--- src/rtl/bbox_overlay.sv ---
// Bounding-box overlay: measures the extent of MATCH_COLOUR pixels in one frame and
// outlines that box in BOX_COLOUR on the following frame, with a fixed 1-cycle video latency.
module bbox_overlay #(
  parameter int                    DATA_WIDTH   = 24,
  parameter int                    COORD_W      = 11,
  parameter logic [DATA_WIDTH-1:0] MATCH_COLOUR = 24'hFFFFFF,
  parameter logic [DATA_WIDTH-1:0] BOX_COLOUR   = 24'hFF0000,
  parameter int                    MIN_HITS     = 64
) (
  input  logic                  clk,
  input  logic                  n_rst,
  input  logic [DATA_WIDTH-1:0] i_vid_data,
  input  logic                  i_vid_hsync,
  input  logic                  i_vid_vsync,
  input  logic                  i_vid_VDE,
  output logic [DATA_WIDTH-1:0] o_vid_data,
  output logic                  o_vid_hsync,
  output logic                  o_vid_vsync,
  output logic                  o_vid_VDE,
  input  logic [3:0]            btn,
  input  logic [3:0]            sw,
  output logic [3:0]            led
);

  localparam int                 CNT_W      = 2 * COORD_W;
  localparam logic [COORD_W-1:0] C_MAX      = '1;
  localparam logic [CNT_W-1:0]   CNT_MAX    = '1;
  localparam logic [CNT_W-1:0]   MIN_HITS_C = CNT_W'(MIN_HITS);

  localparam logic [1:0] ST_WAIT  = 2'd0;
  localparam logic [1:0] ST_ACCUM = 2'd1;
  localparam logic [1:0] ST_LATCH = 2'd2;

  logic [1:0]            state_q, state_d;
  logic                  vsync_q, vde_q;
  logic [COORD_W-1:0]    x_q, x_d, y_q, y_d;
  logic [COORD_W-1:0]    xmin_q, xmin_d, xmax_q, xmax_d, ymin_q, ymin_d, ymax_q, ymax_d;
  logic [CNT_W-1:0]      cnt_q, cnt_d;
  logic [COORD_W-1:0]    dxmin_q, dxmin_d, dxmax_q, dxmax_d, dymin_q, dymin_d, dymax_q, dymax_d;
  logic                  valid_q, valid_d;
  logic                  tog_q, tog_d;
  logic                  frz_meta_q, frz_q;
  logic [DATA_WIDTH-1:0] data_q;
  logic                  hsync_q, vsync_out_q, vde_out_q;

  logic vs_rise, vde_fall, hit, in_x, in_y, on_col, on_row, draw;
  logic unused_ok;

  assign unused_ok = ^{btn[3:1], sw[2:0]};

  assign vs_rise  = i_vid_vsync & ~vsync_q;
  assign vde_fall = vde_q & ~i_vid_VDE;
  // A hit coinciding with the frame-start edge belongs to neither frame, so it is dropped.
  assign hit      = i_vid_VDE && (i_vid_data == MATCH_COLOUR) && !vs_rise;

  // NOTE: every variable assigned in an always_comb gets a default first, so no path can infer a latch.
  always_comb begin
    x_d = x_q;
    y_d = y_q;
    if (i_vid_VDE) begin
      if (x_q != C_MAX) x_d = x_q + 1'b1;
    end else if (vde_fall) begin
      x_d = '0;
      if (y_q != C_MAX) y_d = y_q + 1'b1;
    end
    if (vs_rise) y_d = '0;
  end

  always_comb begin
    state_d = state_q;
    xmin_d  = xmin_q;
    xmax_d  = xmax_q;
    ymin_d  = ymin_q;
    ymax_d  = ymax_q;
    cnt_d   = cnt_q;
    dxmin_d = dxmin_q;
    dxmax_d = dxmax_q;
    dymin_d = dymin_q;
    dymax_d = dymax_q;
    valid_d = valid_q;
    tog_d   = tog_q;
    case (state_q)
      ST_WAIT: begin
        if (vs_rise) begin
          state_d = ST_ACCUM;
          xmin_d  = '1;
          ymin_d  = '1;
          xmax_d  = '0;
          ymax_d  = '0;
          cnt_d   = '0;
        end
      end
      ST_ACCUM: begin
        if (vs_rise) begin
          state_d = ST_LATCH;
        end else if (hit) begin
          if (x_q < xmin_q) xmin_d = x_q;
          if (x_q > xmax_q) xmax_d = x_q;
          if (y_q < ymin_q) ymin_d = y_q;
          if (y_q > ymax_q) ymax_d = y_q;
          if (cnt_q != CNT_MAX) cnt_d = cnt_q + 1'b1;
        end
      end
      ST_LATCH: begin
        state_d = ST_ACCUM;
        tog_d   = ~tog_q;
        if (!frz_q) begin
          dxmin_d = xmin_q;
          dxmax_d = xmax_q;
          dymin_d = ymin_q;
          dymax_d = ymax_q;
          valid_d = (cnt_q >= MIN_HITS_C);
        end
        xmin_d = '1;
        ymin_d = '1;
        xmax_d = '0;
        ymax_d = '0;
        cnt_d  = '0;
      end
      default: state_d = ST_WAIT;
    endcase
  end

  // Outline test is done on the incoming pixel so the overlay adds no extra latency.
  assign in_x   = (x_q >= dxmin_q) && (x_q <= dxmax_q);
  assign in_y   = (y_q >= dymin_q) && (y_q <= dymax_q);
  assign on_col = ((x_q == dxmin_q) || (x_q == dxmax_q)) && in_y;
  assign on_row = ((y_q == dymin_q) || (y_q == dymax_q)) && in_x;
  assign draw   = sw[3] && valid_q && i_vid_VDE && (on_col || on_row);

  // NOTE: sequential state uses non-blocking assignments so every flop samples pre-edge values.
  always_ff @(posedge clk or negedge n_rst) begin
    if (!n_rst) begin
      state_q     <= ST_WAIT;
      vsync_q     <= 1'b0;
      vde_q       <= 1'b0;
      x_q         <= '0;
      y_q         <= '0;
      xmin_q      <= '1;
      ymin_q      <= '1;
      xmax_q      <= '0;
      ymax_q      <= '0;
      cnt_q       <= '0;
      dxmin_q     <= '0;
      dxmax_q     <= '0;
      dymin_q     <= '0;
      dymax_q     <= '0;
      valid_q     <= 1'b0;
      tog_q       <= 1'b0;
      frz_meta_q  <= 1'b0;
      frz_q       <= 1'b0;
      data_q      <= '0;
      hsync_q     <= 1'b0;
      vsync_out_q <= 1'b0;
      vde_out_q   <= 1'b0;
    end else begin
      state_q     <= state_d;
      vsync_q     <= i_vid_vsync;
      vde_q       <= i_vid_VDE;
      x_q         <= x_d;
      y_q         <= y_d;
      xmin_q      <= xmin_d;
      ymin_q      <= ymin_d;
      xmax_q      <= xmax_d;
      ymax_q      <= ymax_d;
      cnt_q       <= cnt_d;
      dxmin_q     <= dxmin_d;
      dxmax_q     <= dxmax_d;
      dymin_q     <= dymin_d;
      dymax_q     <= dymax_d;
      valid_q     <= valid_d;
      tog_q       <= tog_d;
      frz_meta_q  <= btn[0];
      frz_q       <= frz_meta_q;
      data_q      <= draw ? BOX_COLOUR : i_vid_data;
      hsync_q     <= i_vid_hsync;
      vsync_out_q <= i_vid_vsync;
      vde_out_q   <= i_vid_VDE;
    end
  end

  assign o_vid_data  = data_q;
  assign o_vid_hsync = hsync_q;
  assign o_vid_vsync = vsync_out_q;
  assign o_vid_VDE   = vde_out_q;
  assign led         = {cnt_q == CNT_MAX, tog_q, frz_q, valid_q};

endmodule
--- config.mk ---
export PLATFORM = sky130hd
export DESIGN_NAME = bbox_overlay
export DESIGN_NICKNAME = d
export VERILOG_FILES = /design/src/rtl/bbox_overlay.sv
export SDC_FILE = /design/constraint.sdc
export NUM_CORES = 1
export LEC_CHECK = 0
export ABC_AREA = 1
export CORE_UTILIZATION = 54
export CTS_CLUSTER_DIAMETER = 200
export CTS_CLUSTER_SIZE = 10
export DETAILED_ROUTE_END_ITERATION = 10
export PLACE_DENSITY = 0.77
export SLEW_MARGIN = 20
export SYNTH_ARGS = -nofsm -noshare
export SYNTH_HDL_FRONTEND = slang
export SYNTH_SLANG_ARGS = --single-unit
--- constraint.sdc ---
create_clock -name clk -period 1.88 [get_ports clk]
set_clock_uncertainty 0.05 [all_clocks]
set_input_delay 0.376 -clock clk [delete_from_list [all_inputs] [get_ports clk]]
set_output_delay 0.376 -clock clk [all_outputs]
set_load 0.01 [all_outputs]
== Word level (Yosys, flattened, before mapping) ==
Index checks and enable logic that the tools add are counted.

* Flip-flop bits (word level): 165
* Input port bits: 37
* Output and inout bits: 31
* Word-level logic and storage cells: 121

* Add/sub/neg operators: 3
* Magnitude comparators: 9
* Eq/ne operators: 22
* Mux-type cells: 34
* Bitwise operators: 6
* Reductions and logical operators: 27

{| class="wikitable"
|+ Operators by type and width
! kind !! count
|-
| $mux W11 || 21
|-
| $pmux W11 S3 || 4
|-
| $mux W22 || 4
|-
| $pmux W22 S3 || 1
|-
| $eq A11 B11 Y1 || 4
|-
| $reduce_and A5 Y1 || 5
|-
| $eq A24 B24 Y1 const B || 1
|-
| $mux W24 || 1
|-
| $add A11 B1 Y11 const B || 2
|-
| $add A22 B1 Y22 const B || 1
|-
| $eq A22 B22 Y1 const B || 1
|-
| $ge A11 B11 Y1 || 2
|-
| $ge A22 B7 Y1 const B || 1
|-
| $gt A11 B11 Y1 || 2
|-
| $le A11 B11 Y1 || 2
|-
| $lt A11 B11 Y1 || 2
|-
| $ne A11 B11 Y1 const B || 2
|-
| $ne A22 B22 Y1 const B || 1
|-
| $ne A2 B2 Y1 const B || 9
|-
| $logic_and A1 B1 Y1 || 9
|-
| $pmux W2 S3 || 1
|-
| $reduce_and A2 Y1 || 3
|-
| $reduce_bool A2 Y1 || 3
|-
| $mux W2 || 2
|-
| 10 further kinds || 17
|}

== Logic depth before layout (Yosys ltp) ==
* Depth in word-level cells: 7
* Depth in mapped cells: 13
* Depth with buffers taken out: 13

== Worst setup path after synthesis ==
Ideal clock, no wire load.

* Path type: flip-flop to flip-flop
* From: reg x_q[8]
* To: reg data_q[10], in the netlist o_vid_data[10]
* Library setup time: 0.133 ns
* Arrival time: 1.696 ns
* Data required time: 1.697 ns
* Path slack: 0.001 ns
* Stages on the path, launching flop included: 12
* Path buffers: 1
* Period minus slack after synthesis: 1.879 ns
* Cell sequence: dfrtp_1 -> ha_1 -> nand2_1 -> inv_1 -> nand2_1 -> nor2_1 -> nand4_1 -> nand2_1 -> nand3_1 -> nand2_1 -> buf_2 -> a21oi_1

* Word-level cells in the longest chain between the ends: 6
* Elaborated cells on any way between the ends: 11
* Classes of those cells: 2 x order compare; 2 x eq/ne; 1 x mux; 6 x reduce/logical

{| class="wikitable"
|+ RTL lines
! element !! line !! RTL
|-
| start: declaration || 36 || <nowiki>logic [COORD_W-1:0] x_q, x_d, y_q, y_d;</nowiki>
|-
| start signal: assignment || 137 || <nowiki>x_q <= '0;</nowiki>
|-
| start signal: assignment || 160 || <nowiki>x_q <= x_d;</nowiki>
|-
| $ge A11 B11 Y1, or another cell as far along || 125 || <nowiki>assign in_x = (x_q >= dxmin_q) && (x_q <= dxmax_q);</nowiki>
|-
| $logic_and A1 B1 Y1 or $logic_or A1 B1 Y1 (tied branches) || 125, 127 ||
|-
| $logic_and A1 B1 Y1, on equally long branches || 128, 127 ||
|-
| $logic_or A1 B1 Y1 * || 129 || <nowiki>assign draw = sw[3] && valid_q && i_vid_VDE && (on_col || on_row);</nowiki>
|-
| $logic_and A1 B1 Y1 * || 129 ||
|-
| $mux W24 * || 175 || <nowiki>data_q <= draw ? BOX_COLOUR : i_vid_data;</nowiki>
|-
| end signal: assignment || 175 ||
|-
| end: declaration || 43 || <nowiki>logic [DATA_WIDTH-1:0] data_q;</nowiki>
|}

Mark *: on every way between the ends. The rest lies on a longest branch, timed or not.
A chain may end at the register's enable or synchronous reset.

== Worst setup path after layout ==
* From: reg x_q[5]
* To: reg data_q[18], in the netlist o_vid_data[18]

The elaborated chain is that of the path after synthesis.

==> impl_results.md <==
- Status: finished, violations left
- Failing checks: setup timing
- Final Hold Violating Endpoints: 0
- Ys flop type: dfrtp_1
- WL final: 34600 um
- CORE AREA: 18000 um^2
- Final WS setup: -0.356 ns
- Count of cell types in the netlist: 40
- Post-route DRC: 0
- CP Data Required Time: 2.17 ns
- Number of global-route vias before repair: 9232
- Area grow syn2layout: 43.3%
- Reg2reg start: x_q[5]
- Worst-Skew Late Latency: 0.45 ns
- EDFF count, synth: 0
- Hold slack final: 0.315 ns
- TritonCTS clock tree: built
- Yosys reg bits: 165
- Fmax achieved: 447 MHz
- # diodes: 0
- Seq/Total Area, Yosys: 0.418
- Final Wtd Congestion: 0.972
- Clk sink count: 165
- DIE AREA: 18900 um^2
- Worst flop-to-flop path endpoint: o_vid_data[18]
- Post-route insts no fill: 1763
- Max-Cap Viols: 0
- Slew @ Worst Pin: 0.563 ns
- Power Dens Cells: 1170 nW/um^2
- Max Fanout on Critical Path: 8
- HPWL Detailed: 18600 um
- Critical Path Sink Type: flop
- Grt ovf: 0
- Asr flop ratio synth: 1.00
- PortBufs: 61
- Post-Syn Instances: 1285
- Synth Area per Inst: 7.73 um^2
- Largest net degree at the start of global routing: 56
- Antenna violations before repair: 0
- Post-synthesis cell area: 9930 um^2
- Final nets: 1648
- Total global-route track usage: 0.307
- RSZ-0062 raised after global routing: yes
- Crit path to: o_vid_data[18]
- Final setup viols: 80
- Via Count: 10500
- Worst hold path type: input pin to flop
- Static Leakage: 0.00674 uW
- FP Rows: 49
- Placed Area: 11900 um^2
- Worst EP arrival: 2.53 ns
- Ys Warns: 0
- Most frequent cells in the layout: nand2_1, inv_1, buf_4
- Post-layout min period: 2.24 ns
- DRT Pass-1 Iters: 6
- First-pass GRT wire length: 44800 um
- Final Instance Area: 14200 um^2
- Slew Limit Headroom: 0.625
- Die width: 138 um
- Worst Setup SP: x_q[5]
- Worst R2R Setup Slack: -0.36 ns
- Final Max Slew Viols: 0
- CTS Buffer Depth: 2
- VDD IR max: 0.000835 V
- First DRT Iteration DRCs: 1239
- Wirelength per Cell: 19.6 um
- H-Tree Depth: 4
- Tcrit/Tclk final: 1.19
- Clock Root Buffer: clkbuf_16
- Vias per cell: 5.94
- Chip height: 138 um
- Commonest non-fill, non-tap cell in the layout: nand2_1
- Share of layout cells above drive strength 1: 0.339
- Io pins: 68
- Worst Path Class, Setup: flop to flop
- Mapped Nets: 1412
- Total power: 16700 uW
- Inst Count DP: 1696
- Worst reg2reg path depth: 13
- Clock transition time at the flip-flop clock pins of the worst setup and hold paths: 0.08 ns
- Initial Utilization: 0.551
- Post-route antenna net violation count: 0
- Worst setup SP type: flop
- Fillers: 971
- Cts bufs inserted: 17
## synth_stat cells (3+ instances only)
master	n	share of area
nand3_1	107	0.054
nor3_1	16	0.0081
inv_2	4	0.0015
o21ai_2	18	0.016
a21oi_1	51	0.026
nand2_1	372	0.14
buf_2	13	0.0065
dfrtp_1	143	0.36
nand2_2	12	0.0076
nand3b_1	3	0.0023
o22ai_1	3	0.0019
dfstp_2	22	0.058
ha_1	90	0.11
clkbuf_1	15	0.0057
nor2_1	86	0.032
o21ai_1	3	0.0015
buf_6	3	0.0034
xor2_1	6	0.0053
buf_4	5	0.0038
nand4_1	31	0.020
or2_2	3	0.0019
o21ai_0	67	0.034
inv_1	186	0.070
## kinds of logic (layout without fill, tap and decap cells)
| logic type | count (synthesis) | after routing | share of synthesized area |
|---|---|---|---|
| buffers and inverters | 230 | 475 | 0.0960 |
| AND/OR/NAND/NOR | 644 | 648 | 0.282 |
| XOR/XNOR | 6 | 6 | 0.00529 |
| adder cells (fa/ha/maj) | 90 | 90 | 0.113 |
| AO/OA/AOI/OAI | 150 | 150 | 0.0850 |
| flip-flops | 165 | 165 | 0.418 |
## routing by layer
metal	wire (um)	track usage	vias up
met5	0	0	-
met4	2010	0.126	0
met3	2850	0.0460	211
met2	17000	0.514	682
met1	12800	0.397	4975
li1	-	-	4612
## state kept, by name (all words and copies together), names as in the netlist, 2 cells and up
signal and flops:
ymax_q 11, xmax_q 11, state_q 2, x_q 11, ymin_q 11, cnt_q 22, o_vid_data 24, dxmin_q 11
dxmax_q 11, xmin_q 11, dymin_q 11, y_q 11, dymax_q 11
## how the worst min path moves through the flow
stage	startpoint	to	slack, ns	depth (start not counted)
finish	btn[0]	frz_meta_q	0.31	1
global route	frz_meta_q	frz_q	0.32	0
CTS	btn[0]	frz_meta_q	0.31	1
detailed placement	frz_meta_q	frz_q	0.30	0
global placement	frz_meta_q	frz_q	0.29	0
floorplan	n_rst	cnt_q[0]	0.03	0
## layout make-up
cell class	count	area, um^2	area share
Inverter	192	726	0.0510
Clock inverter	15	181	0.0127
Sequential cell	165	4180	0.293
Tap cell	229	287	0.0201
Clock buffer	17	425	0.0299
Multi-Input combinational cell	894	6070	0.426
Timing Repair Buffer	251	2370	0.166
## worst max-delay path, cell delays in order, from the launching register on
cell and delay (ns):
dfrtp_2 0.45, ha_1 0.30, nand2_2 0.08, inv_1 0.06, a21oi_2 0.29, nand2_1 0.15, nand2_1 0.10, nand2_1 0.06
nand3_2 0.08, nand2_2 0.07, buf_12 0.15, buf_8 0.13, nand2_8 0.10, nand2_2 0.06
## report_power, final
group / switching (uW) / internal (uW)
Clock: 1770 / 1800
Combinational: 4780 / 3250
Sequential: 599 / 4520
## what timing repair did
item / CTS / global route
pin swaps: 51 / 65
resized for setup: 151 / 189
endpoints found under the setup margin: 93 / 109
gates cloned: 2 / 5
endpoints found under the hold margin: 38 / 0
hold buffers: 1 / 0
buffers inserted: 10 / 22
## metrics by stage
step / TNS, ns / utilization / setup WS (ns)
finish: -12.46 / 0.790 / -0.356
CTS: -4.81 / 0.732 / -0.270
floorplan: 0 / - / 0.00100
global route: -18.44 / 0.790 / -0.414
global placement: -25.97 / 0.660 / -0.369
detailed placement: -32.90 / 0.660 / -0.454
Note: power is estimated with default switching activity, not from simulation.
